--- src/rtl/memory_access_stage_pkg.sv ---
// Shared MIPS pipeline definitions used by the MEM stage.
// Holds the register bundles, the access-size encoding and the stage FSM states.
package memory_access_stage_pkg;

    typedef logic [4:0] MipsReg;

    typedef enum logic [1:0] {
        BYTE = 2'd0,
        HALF = 2'd1,
        WORD = 2'd2
    } MemSize;

    typedef enum logic [1:0] {
        IDLE   = 2'd0,
        ACCESS = 2'd1,
        DONE   = 2'd2
    } MemStageState;

    typedef struct packed {
        logic   mem_read;
        logic   mem_write;
        MemSize mem_size;
        logic   mem_unsigned;
        logic   reg_write;
        logic   is_syscall;
    } MemCtrl;

    typedef struct packed {
        logic        valid;
        MemCtrl      ctrl;
        logic [31:0] alu_result;
        logic [31:0] rs_data;
        logic [31:0] rt_data;
        MipsReg      reg_write_addr;
    } EX_MEM_Register;

    typedef struct packed {
        logic        valid;
        MemCtrl      ctrl;
        logic [31:0] reg_write_data;
        logic [31:0] rs_data;
        logic [31:0] rt_data;
        MipsReg      reg_write_addr;
    } MEM_WB_Register;

    // Any size other than byte/half is treated as a full word.
    function automatic logic is_aligned(input MemSize size, input logic [1:0] lane);
        logic ok;
        case (size)
            BYTE:    ok = 1'b1;
            HALF:    ok = ~lane[0];
            default: ok = (lane == 2'b00);
        endcase
        return ok;
    endfunction

endpackage

--- src/rtl/memory_access_stage_mem_data_align.sv ---
// Combinational byte-lane steering for the MEM stage.
// Extracts/extends load data and builds store byte enables plus replicated write data.
module mem_data_align
    import memory_access_stage_pkg::*;
(
    input  MemSize      size,
    input  logic        is_unsigned,
    input  logic [1:0]  lane,
    input  logic [31:0] rdata,
    input  logic [31:0] store_data,
    output logic [31:0] load_data,
    output logic [3:0]  be,
    output logic [31:0] wdata
);

    logic [7:0]  byte_sel;
    logic [15:0] half_sel;

    assign byte_sel = rdata[{lane, 3'b000} +: 8];
    assign half_sel = rdata[{lane[1], 4'b0000} +: 16];

    always_comb begin
        load_data = rdata;
        be        = 4'hF;
        wdata     = store_data;
        case (size)
            BYTE: begin
                load_data = is_unsigned ? {24'h0, byte_sel} : {{24{byte_sel[7]}}, byte_sel};
                be        = 4'b0001 << lane;
                wdata     = {4{store_data[7:0]}};
            end
            HALF: begin
                load_data = is_unsigned ? {16'h0, half_sel} : {{16{half_sel[15]}}, half_sel};
                be        = 4'b0011 << lane;
                wdata     = {2{store_data[15:0]}};
            end
            default: ;
        endcase
    end

endmodule

--- src/rtl/memory_access_stage.sv ---
// MEM pipeline stage: issues loads/stores on a request/ready bus, formats results,
// and registers them into MEM/WB while stalling upstream during outstanding accesses.
module memory_access_stage
    import memory_access_stage_pkg::*;
#(
    parameter int ADDR_W = 32
) (
    input  logic              clk,
    input  logic              rst,
    input  logic              flush,
    input  logic              stall,
    input  EX_MEM_Register    ex_mem_reg,
    output MEM_WB_Register    mem_wb_reg,
    output logic              mem_stall_req,
    output logic              addr_error,
    output logic              dmem_req,
    output logic              dmem_we,
    output logic [ADDR_W-1:0] dmem_addr,
    output logic [3:0]        dmem_be,
    output logic [31:0]       dmem_wdata,
    input  logic              dmem_ready,
    input  logic [31:0]       dmem_rdata
);

    MemStageState   state, state_next;
    EX_MEM_Register pend;
    MEM_WB_Register hold_reg;
    MEM_WB_Register pass_result;
    MEM_WB_Register mem_result;
    logic           pend_flushed;
    logic           mem_op;
    logic           aligned;
    logic           issue;
    logic           misaligned;
    MemSize         align_size;
    logic           align_unsigned;
    logic [1:0]     align_lane;
    logic [31:0]    align_rt;
    logic [31:0]    load_data;
    logic [31:0]    store_wdata;
    logic [3:0]     store_be;

    assign mem_op     = ex_mem_reg.valid & (ex_mem_reg.ctrl.mem_read | ex_mem_reg.ctrl.mem_write);
    assign aligned    = is_aligned(ex_mem_reg.ctrl.mem_size, ex_mem_reg.alu_result[1:0]);
    assign issue      = (state == IDLE) & mem_op & aligned & ~flush;
    assign misaligned = (state == IDLE) & mem_op & ~aligned & ~flush;

    // In IDLE the aligner formats the incoming store; afterwards it formats the pending load.
    assign align_size     = (state == IDLE) ? ex_mem_reg.ctrl.mem_size     : pend.ctrl.mem_size;
    assign align_unsigned = (state == IDLE) ? ex_mem_reg.ctrl.mem_unsigned : pend.ctrl.mem_unsigned;
    assign align_lane     = (state == IDLE) ? ex_mem_reg.alu_result[1:0]   : pend.alu_result[1:0];
    assign align_rt       = (state == IDLE) ? ex_mem_reg.rt_data           : pend.rt_data;

    mem_data_align u_align (
        .size        (align_size),
        .is_unsigned (align_unsigned),
        .lane        (align_lane),
        .rdata       (dmem_rdata),
        .store_data  (align_rt),
        .load_data   (load_data),
        .be          (store_be),
        .wdata       (store_wdata)
    );

    assign mem_stall_req = issue | ((state == ACCESS) & ~dmem_ready) | (state == DONE);

    always_comb begin
        pass_result                = '0;
        pass_result.valid          = 1'b1;
        pass_result.ctrl           = ex_mem_reg.ctrl;
        pass_result.reg_write_data = ex_mem_reg.alu_result;
        pass_result.rs_data        = ex_mem_reg.rs_data;
        pass_result.rt_data        = ex_mem_reg.rt_data;
        pass_result.reg_write_addr = ex_mem_reg.reg_write_addr;

        mem_result                 = '0;
        mem_result.valid           = pend.valid;
        mem_result.ctrl            = pend.ctrl;
        mem_result.reg_write_data  = pend.ctrl.mem_read ? load_data : pend.alu_result;
        mem_result.rs_data         = pend.rs_data;
        mem_result.rt_data         = pend.rt_data;
        mem_result.reg_write_addr  = pend.reg_write_addr;
    end

    always_ff @(posedge clk) begin
        if (rst) state <= IDLE;
        else     state <= state_next;
    end

    // A flushed access still has to wait for ready; only the result is dropped.
    always_comb begin
        state_next = state;
        case (state)
            IDLE:    if (issue) state_next = ACCESS;
            ACCESS:  if (dmem_ready) state_next = (stall && !pend_flushed && !flush) ? DONE : IDLE;
            DONE:    if (flush || !stall) state_next = IDLE;
            default: state_next = IDLE;
        endcase
    end

    always_ff @(posedge clk) begin
        if (rst) begin
            dmem_req     <= 1'b0;
            dmem_we      <= 1'b0;
            dmem_addr    <= '0;
            dmem_be      <= 4'h0;
            dmem_wdata   <= 32'h0;
            mem_wb_reg   <= '0;
            hold_reg     <= '0;
            pend         <= '0;
            pend_flushed <= 1'b0;
            addr_error   <= 1'b0;
        end else begin
            addr_error <= misaligned;
            case (state)
                IDLE: begin
                    pend_flushed <= 1'b0;
                    if (issue) begin
                        pend       <= ex_mem_reg;
                        dmem_req   <= 1'b1;
                        dmem_we    <= ex_mem_reg.ctrl.mem_write;
                        dmem_addr  <= {ex_mem_reg.alu_result[ADDR_W-1:2], 2'b00};
                        dmem_be    <= ex_mem_reg.ctrl.mem_write ? store_be : 4'h0;
                        dmem_wdata <= store_wdata;
                        if (!stall) mem_wb_reg.valid <= 1'b0;
                    end else if (flush) begin
                        mem_wb_reg.valid <= 1'b0;
                    end else if (!stall) begin
                        if (ex_mem_reg.valid && !mem_op) mem_wb_reg <= pass_result;
                        else                             mem_wb_reg.valid <= 1'b0;
                    end
                end
                ACCESS: begin
                    if (flush) pend_flushed <= 1'b1;
                    if (dmem_ready) begin
                        dmem_req <= 1'b0;
                        if (pend_flushed || flush) begin
                            if (!stall) mem_wb_reg.valid <= 1'b0;
                        end else if (!stall) begin
                            mem_wb_reg <= mem_result;
                        end else begin
                            hold_reg <= mem_result;
                        end
                    end else if (!stall) begin
                        mem_wb_reg.valid <= 1'b0;
                    end
                end
                DONE: begin
                    if (!stall) begin
                        if (flush) mem_wb_reg.valid <= 1'b0;
                        else       mem_wb_reg <= hold_reg;
                    end
                end
                default: ;
            endcase
        end
    end

endmodule

--- config.mk ---
export PLATFORM = sky130hd
export DESIGN_NAME = memory_access_stage
export DESIGN_NICKNAME = d
export VERILOG_FILES = /design/src/rtl/memory_access_stage_pkg.sv /design/src/rtl/memory_access_stage_mem_data_align.sv /design/src/rtl/memory_access_stage.sv
export SDC_FILE = /design/constraint.sdc
export NUM_CORES = 1
export LEC_CHECK = 0
export ABC_AREA = 1
export ABC_CLOCK_PERIOD_IN_PS = 5390
export CORE_UTILIZATION = 35
export CTS_BUF_LIST = sky130_fd_sc_hd__clkbuf_8
export CTS_CLUSTER_DIAMETER = 50
export DETAILED_ROUTE_END_ITERATION = 7
export PLACE_DENSITY = 0.54
export SLEW_MARGIN = 5
export SYNTH_ARGS = -nofsm -noshare
export SYNTH_HDL_FRONTEND = slang
export SYNTH_SLANG_ARGS = --single-unit
--- constraint.sdc ---
create_clock -name clk -period 5.39 [get_ports clk]
set_input_delay 1.078 -clock clk [delete_from_list [all_inputs] [get_ports clk]]
set_output_delay 1.078 -clock clk [all_outputs]
set_load 0.05 [all_outputs]
==> results.txt <==
The run finished with clean final reports. In this run the worst path has a maximum fanout of 3. The via count of the first global-routing pass is 15320, and the number of library cell types mapped by synthesis is 39.

In this run the count of I/O pins placed on the die edge is 327. The number of buffers and inverters on the critical path is 3. The layout has 4603 filler cells.

The tools report the routability-driven placement congestion ratio as 0.8119. Setup repair after global routing left no endpoint under its margin. The average instance area after synthesis works out to 7.240 um2. The cell with the biggest individual delay on the critical path is clkdlybuf4s50_1. The finished cells cover 0.02080 mm2. The fraction of registers with async set or reset after synthesis is 0, and the fraction of final layout cells sized beyond drive strength 1 is 0.08249. For the pin with the worst max-slew slack, the measured transition is 1065 ps.

The tools report the worst relative slew slack as 0.2903. The worst path in the final design needs a cycle of 4105 ps, including I/O delays and setup. Library cell occupying the most area in the post-synthesis netlist: dfxtp_1. In this run the clock root is driven by a clkbuf_8. Once the clock tree was built, the setup fixing pass inserted 0 buffers. The number of vias per cell was 5.166; the horizontal extent of the die was 217.6 um.

The type of the tightest min-delay check is reg2reg. The worst register-to-register path begins at state[1]. The run gives 0 as the remaining design rule violation count. The initial cell density of the core is 0.3568, and the number of enable flip-flop cells after synthesis is 0. The number of maximum-capacitance violations was 0. The startpoint identified for the worst hold timing path is hold_reg[36]. Across all register-to-register paths, the minimum setup slack is 1870 ps. The critical path goes through clkdlybuf4s50_1, inv_1, nand2_1, o21ai_1, nand2_4, nand3_1, clkdlybuf4s50_1.

For this run, the slowest stage of the critical path takes 810 ps. The detail route stage leaves a number of antenna-violating nets equal to 0. OpenSTA, run right after detailed placement, puts the worst setup slack at 1271 ps.

The largest net degree at the start of global routing came out at 214. Counting instances, the worst hold path has a depth of 2. Detailed placement ended at an HPWL of 34820 um.

For the post-layout instance count excluding filler cells, the log shows 3088. The worst register-to-register path ends at mem_wb_reg[25]. The die covers 0.04733 mm2. On the critical path the largest part of the delay comes from buffers and inverters. The run gives 11.45 mW as the total power. In this run the static leakage power is 7.865 nW.

The final setup TNS was 0 ps. The top-area cell type share of the netlist area is 0.4432, and the total number of vias is 15950. The worst setup path is of the in2out kind. Clock tree synthesis inserted a total of 68 buffers. The logs give 0.3097 mV for the maximum resistive drop on vdd and 0 for the number of gates resized after cts. For this block, wires on met1 add up to 24340 um. The number of placed instances with taps included was 2964; the cell count after synthesis was 2246. Highest metal layer with signal wires: met5. The slack of the critical path is 1285 ps, and the area after detailed placement is 0.01938 mm2.

The logs give 0 for the warning count from the yosys run and 4 for the initial antenna violation count. The number of sinks driven by the clock tree came out at 360. The most common cell type on the critical path was clkdlybuf4s50_1. The wire length per cell after detailed routing is 17.94 um, and the detailed router's first-iteration violation count is 1173. Data on the critical path arrives at its endpoint at 3030 ps. For the worst flop-to-flop path, the logic depth is 11.

Row generation in the floorplan step produced 78 rows. After detailed routing, the met2 layer carries 25650 um of wire. Cell with the most instances after synthesis: o21ai_0. Number of synthesized register bits: 360. For this run, the detailed router's first-pass iteration total came to 5. In this run, post-CTS hold repair placed 0 buffers. The share of the clock period used by the worst path works out to 0.7616. The total routing usage reported by global routing is 0.2299. TritonCTS built the clock tree.

From synthesis to final layout, the design area changed by 27.93%. For the post-detailed-routing wire length, the log shows 55400 um. For this run, the post-layout net count is 2584. For this run the aggregate overflow at the end of global routing stands at 0. For the worst-skew pair, the clock arrives at the later sink with an insertion delay of 630 ps. Most common flop cell mapped by yosys: dfxtp_1. Data on the critical path is required at its endpoint by 4310 ps. The first global-routing pass estimated 85640 um of wire. Number of buffer cells added on primary ports: 324. Counting instances in the post-synthesis netlist gives the leading cell types as 434 x o21ai_0, 429 x nand2_1, 360 x dfxtp_1. The core outline area was 0.04558 mm2. The kind of launch point of the worst setup path is a primary input. The fraction of the yosys area taken by sequential cells was 0.4432; the vertical extent of the die was 217.6 um.

The routed design uses 3959 um of met3 wire. In the post-synthesis netlist, the biggest area contributors are dfxtp_1 44%, o21ai_0 13%, a21oi_1 11%, nand2_1 9.9%, inv_1 3.4%. Timing would allow up to 243.6 MHz. The maximum clock insertion buffer count was 3; the power density over the cells was 550.2 mW/mm2.

Between clock sinks in the finished design, the worst skew comes to 27.31 ps. The deepest level of the CTS H-tree was 3; the final number of max-transition violations was 0. The worst-case hold path end point is hold_reg[36].

The logs give 0 for the number of hold violations in the final report and 0.01626 mm2 for the total standard cell area after synthesis. The tools report the sort of element at the end of the critical path as an output pin. Clock-pin slew was measured on the worst setup and hold paths at 70 ps. Setup violations remaining at the end of the flow were counted as 0.
final cells by class:
cell class / instances / area (um2) / area share
repair buffers: 342 / 3416 / 0.1642
multi-input cells: 1510 / 7421 / 0.3567
clock inverters: 36 / 244.0 / 0.01173
flip-flops and latches: 360 / 7207 / 0.3464
clock buffers: 85 / 1170 / 0.05623
inverters: 152 / 588.1 / 0.02827
well taps: 600 / 750.7 / 0.03609
diodes: 3 / 7.507 / 0.0003609
cell families after synthesis:
kind of cell / synth area share
compound gates: 0.2904
flops: 0.4432
simple gates: 0.1598
other cells: 0.0002306
fa+ha+maj: 0.003078
buf+inv: 0.1033
placed cells by master, fill, tap and decap left out, types with 4 or more instances in the layout:
cell and n:
a21oi_1 356, a21oi_2 8, a221oi_1 4, a31oi_1 70
buf_4 15, clkbuf_8 85, clkdlybuf4s50_1 324, clkinv_2 8
clkinvlp_4 4, dfxtp_1 360, inv_1 164, nand2_1 428
nand2_2 6, nand2_4 5, nand3_1 48, nand3_2 17
nor2_1 61, nor2_4 4, nor3_1 4, o211ai_1 4
o21a_1 4, o21ai_0 434, o21ai_1 4, o21ai_2 5
or2_2 28
how the worst max path moves through the flow:
stage	start	end	cells after the start
2_1_floorplan	ex_mem_reg[106]	mem_stall_req	6
3_3_place_gp	ex_mem_reg[105]	mem_stall_req	5
3_5_place_dp	ex_mem_reg[69]	mem_stall_req	7
4_1_cts	state[0]	mem_stall_req	5
5_1_grt	state[0]	mem_stall_req	5
6_report	ex_mem_reg[69]	mem_stall_req	7
worst register-to-register path, cell delays in order (launching register included):
cell     delay (ps)
dfxtp_1         380
inv_1           120
ha_2            200
inv_2            60
buf_4           710
nor2_1          150
nor3_1          180
nand3_1         170
inv_6           560
buf_4           570
o21ai_0         200
a31oi_1         160
routing by layer:
| metal | track usage | vias to the layer above |
|---|---|---|
| li1 | - | 7919 |
| met1 | 0.2894 | 7484 |
| met2 | 0.3730 | 451 |
| met3 | 0.07015 | 94 |
| met4 | 0.07347 | 6 |
| met5 | 0 | - |
report_power, final:
part	internal, mW	switching, mW
combinational	1.48	3.81
sequential	3.14	0.258
clock	1.57	1.19
stage by stage:
step	hold slack [ps]	util
after global placement	435.2	0.4253
after global routing	465.0	0.4563
after floorplan	424.5	-
final	450.0	0.4565
after detailed placement	442.2	0.4253
after CTS	451.6	0.4563
No activity file was read; power rests on OpenSTA's default activity.
